===== config.mk =====
export PLATFORM = sky130hd
export DESIGN_NAME = pipe_stage_skid_buf
export DESIGN_NICKNAME = d
export VERILOG_FILES = /design/src/rtl/pipe_pkg.sv /design/src/rtl/pipe_entry_reg.sv /design/src/rtl/pipe_stage_skid_buf.sv
export SDC_FILE = /design/constraint.sdc
export NUM_CORES = 1
export LEC_CHECK = 0
export CORE_MARGIN = 1.5
export CORE_UTILIZATION = 30
export CTS_CLUSTER_SIZE = 28
export DETAILED_ROUTE_END_ITERATION = 8
export HOLD_SLACK_MARGIN = 0.08
export SLEW_MARGIN = 20
export SYNTH_ARGS = -nofsm -noshare
export SYNTH_HDL_FRONTEND = slang
export SYNTH_SLANG_ARGS = --single-unit

===== constraint.sdc =====
create_clock -name clk -period 2.35 [get_ports clk]
set_clock_uncertainty 0.2 [all_clocks]
set_input_delay 0.235 -clock clk [delete_from_list [all_inputs] [get_ports clk]]
set_output_delay 0.235 -clock clk [all_outputs]
set_load 0.01 [all_outputs]

===== src/rtl/pipe_pkg.sv =====
// Shared widths, the MEM/WB control-field layout and the occupancy decode
// used by every pipeline stage register.
package pipe_pkg;

  localparam int unsigned PIPE_CTRL_W = 8;
  localparam int unsigned PIPE_DATA_W = 16;
  localparam int unsigned PIPE_LANES  = 2;

  // MSB first: {regdst, regwrite, memtoreg[1:0], reg_source[3:0]}
  typedef struct packed {
    logic       regdst;
    logic       regwrite;
    logic [1:0] memtoreg;
    logic [3:0] reg_source;
  } memwb_ctrl_t;

  localparam int unsigned MEMWB_CTRL_W = $bits(memwb_ctrl_t);

  typedef enum logic [1:0] {
    StEmpty,
    StOne,
    StFull,
    StBad
  } occ_state_e;

  // Skid valid without main valid is unreachable; it decodes to StBad.
  function automatic occ_state_e occ_state(input logic m_v, input logic s_v);
    unique case ({m_v, s_v})
      2'b00:   return StEmpty;
      2'b10:   return StOne;
      2'b11:   return StFull;
      default: return StBad;
    endcase
  endfunction

  function automatic logic [MEMWB_CTRL_W-1:0] pack_memwb(input memwb_ctrl_t c);
    return c;
  endfunction

  function automatic memwb_ctrl_t unpack_memwb(input logic [MEMWB_CTRL_W-1:0] raw);
    return memwb_ctrl_t'(raw);
  endfunction

endpackage


===== src/rtl/pipe_entry_reg.sv =====
// One held pipeline entry (valid + control + data) with load, clear and
// drop controls. Drop only retires the valid bit; the payload stays put.
module pipe_entry_reg #(
  parameter int unsigned CTRL_W = 8,
  parameter int unsigned DATA_W = 32
) (
  input  logic              clk,
  input  logic              rst,
  input  logic              clear_i,
  input  logic              load_i,
  input  logic              drop_i,
  input  logic [CTRL_W-1:0] ctrl_i,
  input  logic [DATA_W-1:0] data_i,
  output logic              valid_o,
  output logic [CTRL_W-1:0] ctrl_o,
  output logic [DATA_W-1:0] data_o
);

  logic              valid_d, valid_q;
  logic [CTRL_W-1:0] ctrl_d, ctrl_q;
  logic [DATA_W-1:0] data_d, data_q;

  always_comb begin
    valid_d = valid_q;
    ctrl_d  = ctrl_q;
    data_d  = data_q;
    if (clear_i) begin
      valid_d = 1'b0;
      ctrl_d  = '0;
      data_d  = '0;
    end else if (load_i) begin
      valid_d = 1'b1;
      ctrl_d  = ctrl_i;
      data_d  = data_i;
    end else if (drop_i) begin
      valid_d = 1'b0;
    end
  end

  always_ff @(posedge clk) begin
    if (rst) begin
      valid_q <= 1'b0;
      ctrl_q  <= '0;
      data_q  <= '0;
    end else begin
      valid_q <= valid_d;
      ctrl_q  <= ctrl_d;
      data_q  <= data_d;
    end
  end

  assign valid_o = valid_q;
  assign ctrl_o  = ctrl_q;
  assign data_o  = data_q;

endmodule


===== src/rtl/pipe_stage_skid_buf.sv =====
// Valid/ready pipeline stage with a 2-entry skid buffer so in_ready is a
// pure register output; flush turns the stage into a bubble.
module pipe_stage_skid_buf
  import pipe_pkg::*;
#(
  parameter int unsigned CTRL_W = PIPE_CTRL_W,
  parameter int unsigned DATA_W = PIPE_DATA_W,
  parameter int unsigned LANES  = PIPE_LANES
) (
  input  logic                    clk,
  input  logic                    rst,
  input  logic                    flush,
  input  logic                    in_valid,
  output logic                    in_ready,
  input  logic [CTRL_W-1:0]       in_ctrl,
  input  logic [LANES*DATA_W-1:0] in_data,
  output logic                    out_valid,
  input  logic                    out_ready,
  output logic [CTRL_W-1:0]       out_ctrl,
  output logic [LANES*DATA_W-1:0] out_data,
  output logic [1:0]              occupancy
);

  localparam int unsigned PayW = LANES * DATA_W;

  logic              m_v, s_v;
  logic [CTRL_W-1:0] m_ctrl, s_ctrl;
  logic [PayW-1:0]   m_data, s_data;

  logic              acc, pop;
  occ_state_e        state;
  logic              m_load, m_drop, m_from_skid, s_load, s_drop;
  logic [CTRL_W-1:0] m_ctrl_in;
  logic [PayW-1:0]   m_data_in;

  assign acc   = in_valid & ~s_v;
  assign pop   = m_v & out_ready;
  assign state = occ_state(m_v, s_v);

  always_comb begin
    m_load      = 1'b0;
    m_drop      = 1'b0;
    m_from_skid = 1'b0;
    s_load      = 1'b0;
    s_drop      = 1'b0;
    if (!flush) begin
      unique case (state)
        StEmpty: m_load = acc;
        StOne: begin
          if (pop && acc) begin
            m_load = 1'b1;
          end else if (pop) begin
            m_drop = 1'b1;
          end else if (acc) begin
            s_load = 1'b1;
          end
        end
        StFull: begin
          // Skid only ever promotes into main, preserving FIFO order.
          if (pop) begin
            m_load      = 1'b1;
            m_from_skid = 1'b1;
            s_drop      = 1'b1;
          end
        end
        default: begin
          m_drop = 1'b1;
          s_drop = 1'b1;
        end
      endcase
    end
  end

  assign m_ctrl_in = m_from_skid ? s_ctrl : in_ctrl;
  assign m_data_in = m_from_skid ? s_data : in_data;

  pipe_entry_reg #(
    .CTRL_W (CTRL_W),
    .DATA_W (PayW)
  ) u_main (
    .clk     (clk),
    .rst     (rst),
    .clear_i (flush),
    .load_i  (m_load),
    .drop_i  (m_drop),
    .ctrl_i  (m_ctrl_in),
    .data_i  (m_data_in),
    .valid_o (m_v),
    .ctrl_o  (m_ctrl),
    .data_o  (m_data)
  );

  pipe_entry_reg #(
    .CTRL_W (CTRL_W),
    .DATA_W (PayW)
  ) u_skid (
    .clk     (clk),
    .rst     (rst),
    .clear_i (flush),
    .load_i  (s_load),
    .drop_i  (s_drop),
    .ctrl_i  (in_ctrl),
    .data_i  (in_data),
    .valid_o (s_v),
    .ctrl_o  (s_ctrl),
    .data_o  (s_data)
  );

  assign out_valid = m_v;
  assign out_ctrl  = m_v ? m_ctrl : '0;
  assign out_data  = m_data;
  assign occupancy = {1'b0, m_v} + {1'b0, s_v};
  assign in_ready  = ~s_v;

  a_skid_implies_main: assert property (@(posedge clk) disable iff (rst) !(s_v && !m_v));

endmodule

==> summary.md, run 1 <==
| Metric | Value |
|---|---|
| CTS tree | `yes` |
| CP Cell Sequence | `inv_1 -> ha_1 -> clkdlybuf4s50_1` |
| RSZ-0062 raised after global routing | `false` |
| Slew margin rel. | `between 70% and 80%` |
| Final RePlAce weighted congestion | `just over 0.8` |
| Nets | `just over 500` |
| LEAKAGE | `about 1.9 nW` |
| Worst-margin pin slew | `0.344 ns` |
| Post-Route WL | `approximately 9700 µm` |
| Yosys reg bits | `between 80 and 90` |
| Area of the core | `between 0.01 and 0.015 mm²` |
| Part of the cycle the worst path needs | `95.8%` |
| DR iter-0 viols | `132` |
| Critical Path Source | `u_main.valid_o$_SDFFE_PP0P_` |
| Leading area contributor after synthesis | `dfxtp_1` |
| Via/cell ratio | `roughly 5` |
| Mapped cell area | `around 0.0036 mm²` |
| Area grow syn2layout | `38.3%` |
| CTS sink cnt | `just over 80` |
| Initial core utilization | `a little under a third` |
| Top post-synthesis cells by area | `dfxtp_1, a211oi_2, a21oi_1` |
| Die Width | `about 110 µm` |
| Proportion of layout cells with a drive suffix above 1 | `roughly 16%` |
| Final core area utilization | `a little over two fifths` |
| Via count | `slightly above 3,000` |
| Gr ovfl total | `0` |
| Drt drc | `0` |
| Max capacitance violation total | `0` |
| Antenna fix cells | `0` |
| Most used DFF post-synth | `dfxtp_1` |
| Syn Inst Count | `roughly 400` |
| Wire per inst | `15.6 µm` |
| Synth cell types | `21` |
| Final Critical Period | `around 2.3 ns` |
| Reg2reg start | `u_skid.valid_o$_SDFFE_PP0P_` |
| Synthesis Warnings | `0` |
| Fin Hold WS | `0.251 ns` |
| Syn_nets | `443` |
| DPL Wire Length | `6260 µm` |
| Global Route Usage Sum | `15.5%` |
| HP Class | `flop to flop` |
| Max VDD drop | `0.267 mV` |
| Accumulated negative setup slack | `0 ns` |
| Dpl ws | `~0.098 ns` |
| Crit-path slowest cell | `clkdlybuf4s50_1` |
| Worst setup margin | `~0.1 ns` |
| Vias in the first global route | `just over 3,000` |
| CTS max path bufs | `2` |
| Largest delay contributor family on the critical path | `buffers and inverters` |
| Buf/Inv on CP | `2` |
| Skew-Pair Late Insertion Delay | `roughly 0.33 ns` |
| IO buf count | `between 80 and 90` |
| Antenna-violating nets left | `0` |
| CTS H-tree depth | `3` |
| Largest net degree at the start of global routing | `42` |
| Die area | `around 0.013 mm²` |
| Dpl cells | `about 610` |
| CP endpoint kind | `output port` |
| Pre-antenna DRT Iters | `4` |
| Critical path's largest stage delay | `0.54 ns` |
| Final setup violation count | `0` |
| Reg clk slew, reported paths | `~0.060 ns` |
| Top cell type's share of synthesized area | `45.0%` |
| Slew Viols, Final | `0` |
| FP Rows | `40` |
| Crit path arrival time | `between 1.5 and 2 ns` |
| Synthesized area per cell | `about 9.3 µm²` |
| Sequential area share after synthesis | `between 40% and 50%` |
| Maximum fanout along the worst path | `8` |
| Final non-filler cell total | `620` |
| Worst setup SP type | `flop` |
| WP data required | `about 1.9 ns` |
| Post-synth ARST share | `0%` |
| Global-route wire length before repair | `roughly 16,000 µm` |
| Die height | `113 µm` |
| # hold bufs at CTS | `0` |
| PwrDens | `~630 mW/mm²` |
| Fmax | `approximately 0.44 GHz` |
| Fillcell total | `around 1,100` |
| Min-Delay Startpoint | `u_skid.data_o[28]$_SDFFE_PP0P_` |
| Total CTS buffers | `9` |
| EDFF count, synth | `0` |
| IO Pins | `slightly below 90` |
| Status | `finished, final reports clean` |
| Initial antenna violation count | `0` |
| Final Hold Viols | `0` |
| Path type of the worst setup path | `flop to output port` |
| Clock root cell | `clkbuf_16` |
[cells in the mapped netlist (all sizes together) (3+ instances only)]
master and count:
nand2 83, ha 5, dfxtp 82, a211oi 40, clkbuf 25, mux2i 40, and2 11, a21oi 83
buf 12, inv 3
[registers in the layout, indices dropped and copies added, names as in the netlist]
| signal | cells |
|---|---|
| u_main.ctrl_o | 8 |
| u_main.data_o | 32 |
| u_main.valid_o | 1 |
| u_skid.ctrl_o | 8 |
| u_skid.data_o | 32 |
| u_skid.valid_o | 1 |
[path summary, 6_finish.rpt]
check                                         to  slack, ns  cells past startpoint
setup / recovery                    occupancy[0]        0.1                      3
hold / removal    u_skid.data_o[28]$_SDFFE_PP0P_       0.25                      2
setup reg to reg  u_main.data_o[16]$_SDFFE_PP0P_       0.13                      7
hold reg to reg   u_skid.data_o[28]$_SDFFE_PP0P_       0.25                      2
[per-layer routing]
metal / track usage, % / part of all wire, % / up-vias
met4: 4.83 / 1.0 / 0
li1: - / - / 1519
met5: 0 / 0 / -
met3: 3.59 / 5.0 / 8
met2: 24.1 / 47 / 78
met1: 21.3 / 47 / 1490
[worst reg2reg max path: cells and delay by family (launching register included)]
| family | cells | cell delay (ns) |
|---|---|---|
| AOI/OAI and AO/OA | 2 | 0.59 |
| and+or+nand+nor | 2 | 0.41 |
| DFF | 1 | 0.38 |
| buffers and inverters | 2 | 0.33 |
| adders and majority gates | 1 | 0.22 |
[through the flow]
| stage | power (W) | cell area [µm²] |
|---|---|---|
| 2_1_floorplan | 0.00164 | 3650 |
| 3_3_place_gp | 0.00182 | 4750 |
| 3_5_place_dp | 0.00183 | 4750 |
| 4_1_cts | 0.00320 | 5030 |
| 5_1_grt | 0.00329 | 5050 |
| 6_report | 0.00316 | 5050 |
[cell families after synthesis]
kind of cell | after synthesis | synth area share, %
buffers and inverters | 40 | 5.11
adder cells (fa/ha/maj) | 5 | 1.71
AND/OR/NAND/NOR | 101 | 11.6
flip-flops | 82 | 45.0
multiplexers | 40 | 11.0
AO/OA/AOI/OAI | 125 | 25.6
[where the power goes]
group | total (W) | internal, W | leakage [nW] | switching (W)
Sequential | 0.00144 | 0.00142 | 0.664 | 0.0000180
Clock | 0.00136 | 0.000843 | 0.142 | 0.000514
Combinational | 0.000364 | 0.000179 | 1.11 | 0.000186
[repair_timing]
item / CTS / global route
endpoints found under the setup margin: 0 / 40
buffers inserted: 0 / 0
gates resized for setup: 0 / 4
[cell usage in the layout, fill, tap and decap left out, drive strengths merged]
| cell | instances |
|---|---|
| inv | 3 |
| o221ai | 1 |
| buf | 14 |
| a221o | 1 |
| ha | 5 |
| and3b | 1 |
| nor2 | 1 |
| nor2b | 1 |
| bufinv | 1 |
| clkdlybuf4s50 | 88 |
| or2 | 1 |
| a21oi | 83 |
| nand2 | 83 |
| dfxtp | 82 |
| and2 | 11 |
| clkinv | 2 |
| and3 | 1 |
| or3 | 1 |
| a211oi | 40 |
| clkbuf | 12 |
| nand2b | 1 |
| mux2i | 40 |
[final cells by class]
class / instances / area [µm²] / area share, %
well taps: 147 / 184 / 3.64
multi-input cells: 271 / 1850 / 36.6
inverters: 3 / 11.3 / 0.223
flip-flops and latches: 82 / 1640 / 32.5
clock inverters: 3 / 40.0 / 0.793
clock buffers: 12 / 246 / 4.88
repair buffers: 102 / 1080 / 21.3
(Power assumes the default switching activity.)
==> inputs of run 2 (changes only) <==
--- a/constraint.sdc
+++ b/constraint.sdc
@@ -3,3 +3,3 @@
 set_input_delay 0.235 -clock clk [delete_from_list [all_inputs] [get_ports clk]]
 set_output_delay 0.235 -clock clk [all_outputs]
-set_load 0.01 [all_outputs]
+set_load 0.1 [all_outputs]
==> run 2 against run 1 <==
Net effect:
- power rose by 6.4%
- design area fell by 1.2%
- first-iteration DRC count fell by 5.3%
- sequential power barely moved
- core utilization fell by 0.49 points
- clock power rose by 4%
- sequential cell count did not move
- critical path type is now flop to flop
- largest power group unchanged
- highest routed layer unchanged
==> summary.md, run 2 (synthesis results as in run 1) <==
| Metric | Value |
|---|---|
| Drt drc | `0 (unchanged)` |
| WP data required | `2.40 ns (was 1.91 ns)` |
| CTS sink cnt | `82 (unchanged)` |
| Proportion of layout cells with a drive suffix above 1 | `26.2% (was 16.1%)` |
| PwrDens | `673 mW/mm² (was 625 mW/mm²)` |
| CTS H-tree depth | `3 (unchanged)` |
| Worst setup margin | `0.157 ns (was 0.0987 ns)` |
| Initial antenna violation count | `0 (unchanged)` |
| Crit path arrival time | `2.24 ns (was 1.82 ns)` |
| DR iter-0 viols | `125 (was 132)` |
| Fin Hold WS | `0.252 ns (was 0.251 ns)` |
| Slew margin rel. | `76.1% (was 77.1%)` |
| Via/cell ratio | `4.90 (was 4.99)` |
| Initial core utilization | `30.5% (unchanged)` |
| Largest delay contributor family on the critical path | `compound AO/OA/AOI/OAI gates (was buffers and inverters)` |
| DPL Wire Length | `6150 µm (was 6260 µm)` |
| Final RePlAce weighted congestion | `0.769 (was 0.821)` |
| LEAKAGE | `2.01 nW (was 1.92 nW)` |
| Via count | `3,040 (was 3,095)` |
| Clock root cell | `clkbuf_16 (unchanged)` |
| Fmax | `0.456 GHz (was 0.444 GHz)` |
| FP Rows | `40 (unchanged)` |
| Path type of the worst setup path | `flop to flop (was flop to output port)` |
| Antenna-violating nets left | `0 (unchanged)` |
| Max VDD drop | `0.240 mV (was 0.267 mV)` |
| Final core area utilization | `41.7% (was 42.2%)` |
| PostCTS Resize Cnt | `0 (unchanged)` |
| CP Cell Sequence | `clkinvlp_4 -> ha_4 -> and3b_1 -> a221o_2 -> and2_2 -> buf_12 -> a211oi_2 (was inv_1 -> ha_1 -> clkdlybuf4s50_1)` |
| IO buf count | `88 (unchanged)` |
| Final setup violation count | `0 (unchanged)` |
| Vias in the first global route | `3,016 (was 3,052)` |
| Status | `finished, final reports clean (unchanged)` |
| Antenna fix cells | `0 (unchanged)` |
| Worst setup SP type | `flop (unchanged)` |
| # hold bufs at CTS | `0 (unchanged)` |
| Die height | `113 µm (unchanged)` |
| CTS tree | `yes (unchanged)` |
| Area grow syn2layout | `36.7% (was 38.3%)` |
| Worst-margin pin slew | `0.359 ns (was 0.344 ns)` |
| Most frequent cells in the layout | `a21oi_1, nand2_1, dfxtp_1 (was clkdlybuf4s50_1, nand2_1, a21oi_1, dfxtp_1)` |
| IO Pins | `89 (unchanged)` |
| Slew Viols, Final | `0 (unchanged)` |
| Crit-path slowest cell | `dfxtp_4 (was clkdlybuf4s50_1)` |
| Part of the cycle the worst path needs | `93.3% (was 95.8%)` |
| Final Critical Period | `2.19 ns (was 2.25 ns)` |
| HP Class | `flop to flop (unchanged)` |
| Buf/Inv on CP | `2 (unchanged)` |
| Dpl ws | `0.153 ns (was 0.0981 ns)` |
| CP endpoint kind | `flop (was output port)` |
| Die area | `0.0128 mm² (unchanged)` |
| Final Hold Viols | `0 (unchanged)` |
| Tot Pwr | `0.00336 W (was 0.00316 W)` |
| Total CTS buffers | `9 (unchanged)` |
| Largest net degree at the start of global routing | `41 (was 42)` |
| Wire per inst | `15.2 µm (was 15.6 µm)` |
| Area of the core | `0.0120 mm² (unchanged)` |
| Global Route Usage Sum | `15.1% (was 15.5%)` |
| Die Width | `113 µm (unchanged)` |
| Post-Route WL | `9410 µm (was 9670 µm)` |
| Pre-antenna DRT Iters | `4 (unchanged)` |
| Gr ovfl total | `0 (unchanged)` |
| Critical path's largest stage delay | `0.38 ns (was 0.54 ns)` |
| Post-CTS Setup Bufs | `0 (unchanged)` |
| Max capacitance violation total | `0 (unchanged)` |
| Maximum fanout along the worst path | `40 (was 8)` |
| CTS max path bufs | `2 (unchanged)` |
| Commonest non-fill, non-tap cell in the layout | `a21oi_1 (was clkdlybuf4s50_1)` |
| Global-route wire length before repair | `15,300 µm (was 15,700 µm)` |
| Skew-Pair Late Insertion Delay | `0.33 ns (about the same)` |
| Reg clk slew, reported paths | `0.06 ns (about the same)` |
| RSZ-0062 raised after global routing | `false (unchanged)` |
| Nets | `518 (was 519)` |
-- run 2: final timing paths --
kind                                                    start                            end  slack, ns  cells past startpoint
worst min register to register  u_skid.data_o[8]$_SDFFE_PP0P_  u_skid.data_o[8]$_SDFFE_PP0P_       0.25                      2
worst max-delay path              u_skid.valid_o$_SDFFE_PP0P_  u_main.ctrl_o[4]$_SDFFE_PP0P_       0.16                      7
worst min-delay path            u_skid.data_o[8]$_SDFFE_PP0P_  u_skid.data_o[8]$_SDFFE_PP0P_       0.25                      2
worst max register to register    u_skid.valid_o$_SDFFE_PP0P_  u_main.ctrl_o[4]$_SDFFE_PP0P_       0.16                      7
-- run 2: tightest hold or removal path: cells and delay by family (launching register included) --
family,cells,cell delay (ns)
flops,1,0.30
simple gates,1,0.05
compound gates,1,0.05
-- run 2: power breakdown --
part | switching, W | internal [W]
clock | 0.000544 | 0.000879
combinational | 0.000327 | 0.000173
sequential | 0.0000180 | 0.00142
total | 0.000890 | 0.00247
-- run 2: final cells by class --
type | instances | area, µm²
fillers | 1148 | 6970
flip-flops and latches | 82 | 1650
inverters | 3 | 15.0
clock inverters | 4 | 50.0
multi-input cells | 271 | 1860
clock buffers | 12 | 256
repair buffers | 101 | 981
well taps | 147 | 184
-- run 2: metal layers --
layer | up-vias | routed length [µm] | GRT usage (%)
met3 | 9 | 458 | 3.96
met4 | 0 | 104 | 5.33
met5 | - | 0 | 0
met1 | 1438 | 4510 | 20.1
met2 | 73 | 4330 | 23.8
li1 | 1520 | - | -
-- run 2: through the flow --
| stage | TNS [ns] | instance area, µm² | cells |
|---|---|---|---|
| after floorplan | -9.04 | 3690 | 393 |
| after global placement | 0 | 4680 | 604 |
| after detailed placement | 0 | 4680 | 604 |
| after CTS | 0 | 4990 | 620 |
| after global routing | 0 | 4990 | 620 |
| final | 0 | 4990 | 620 |
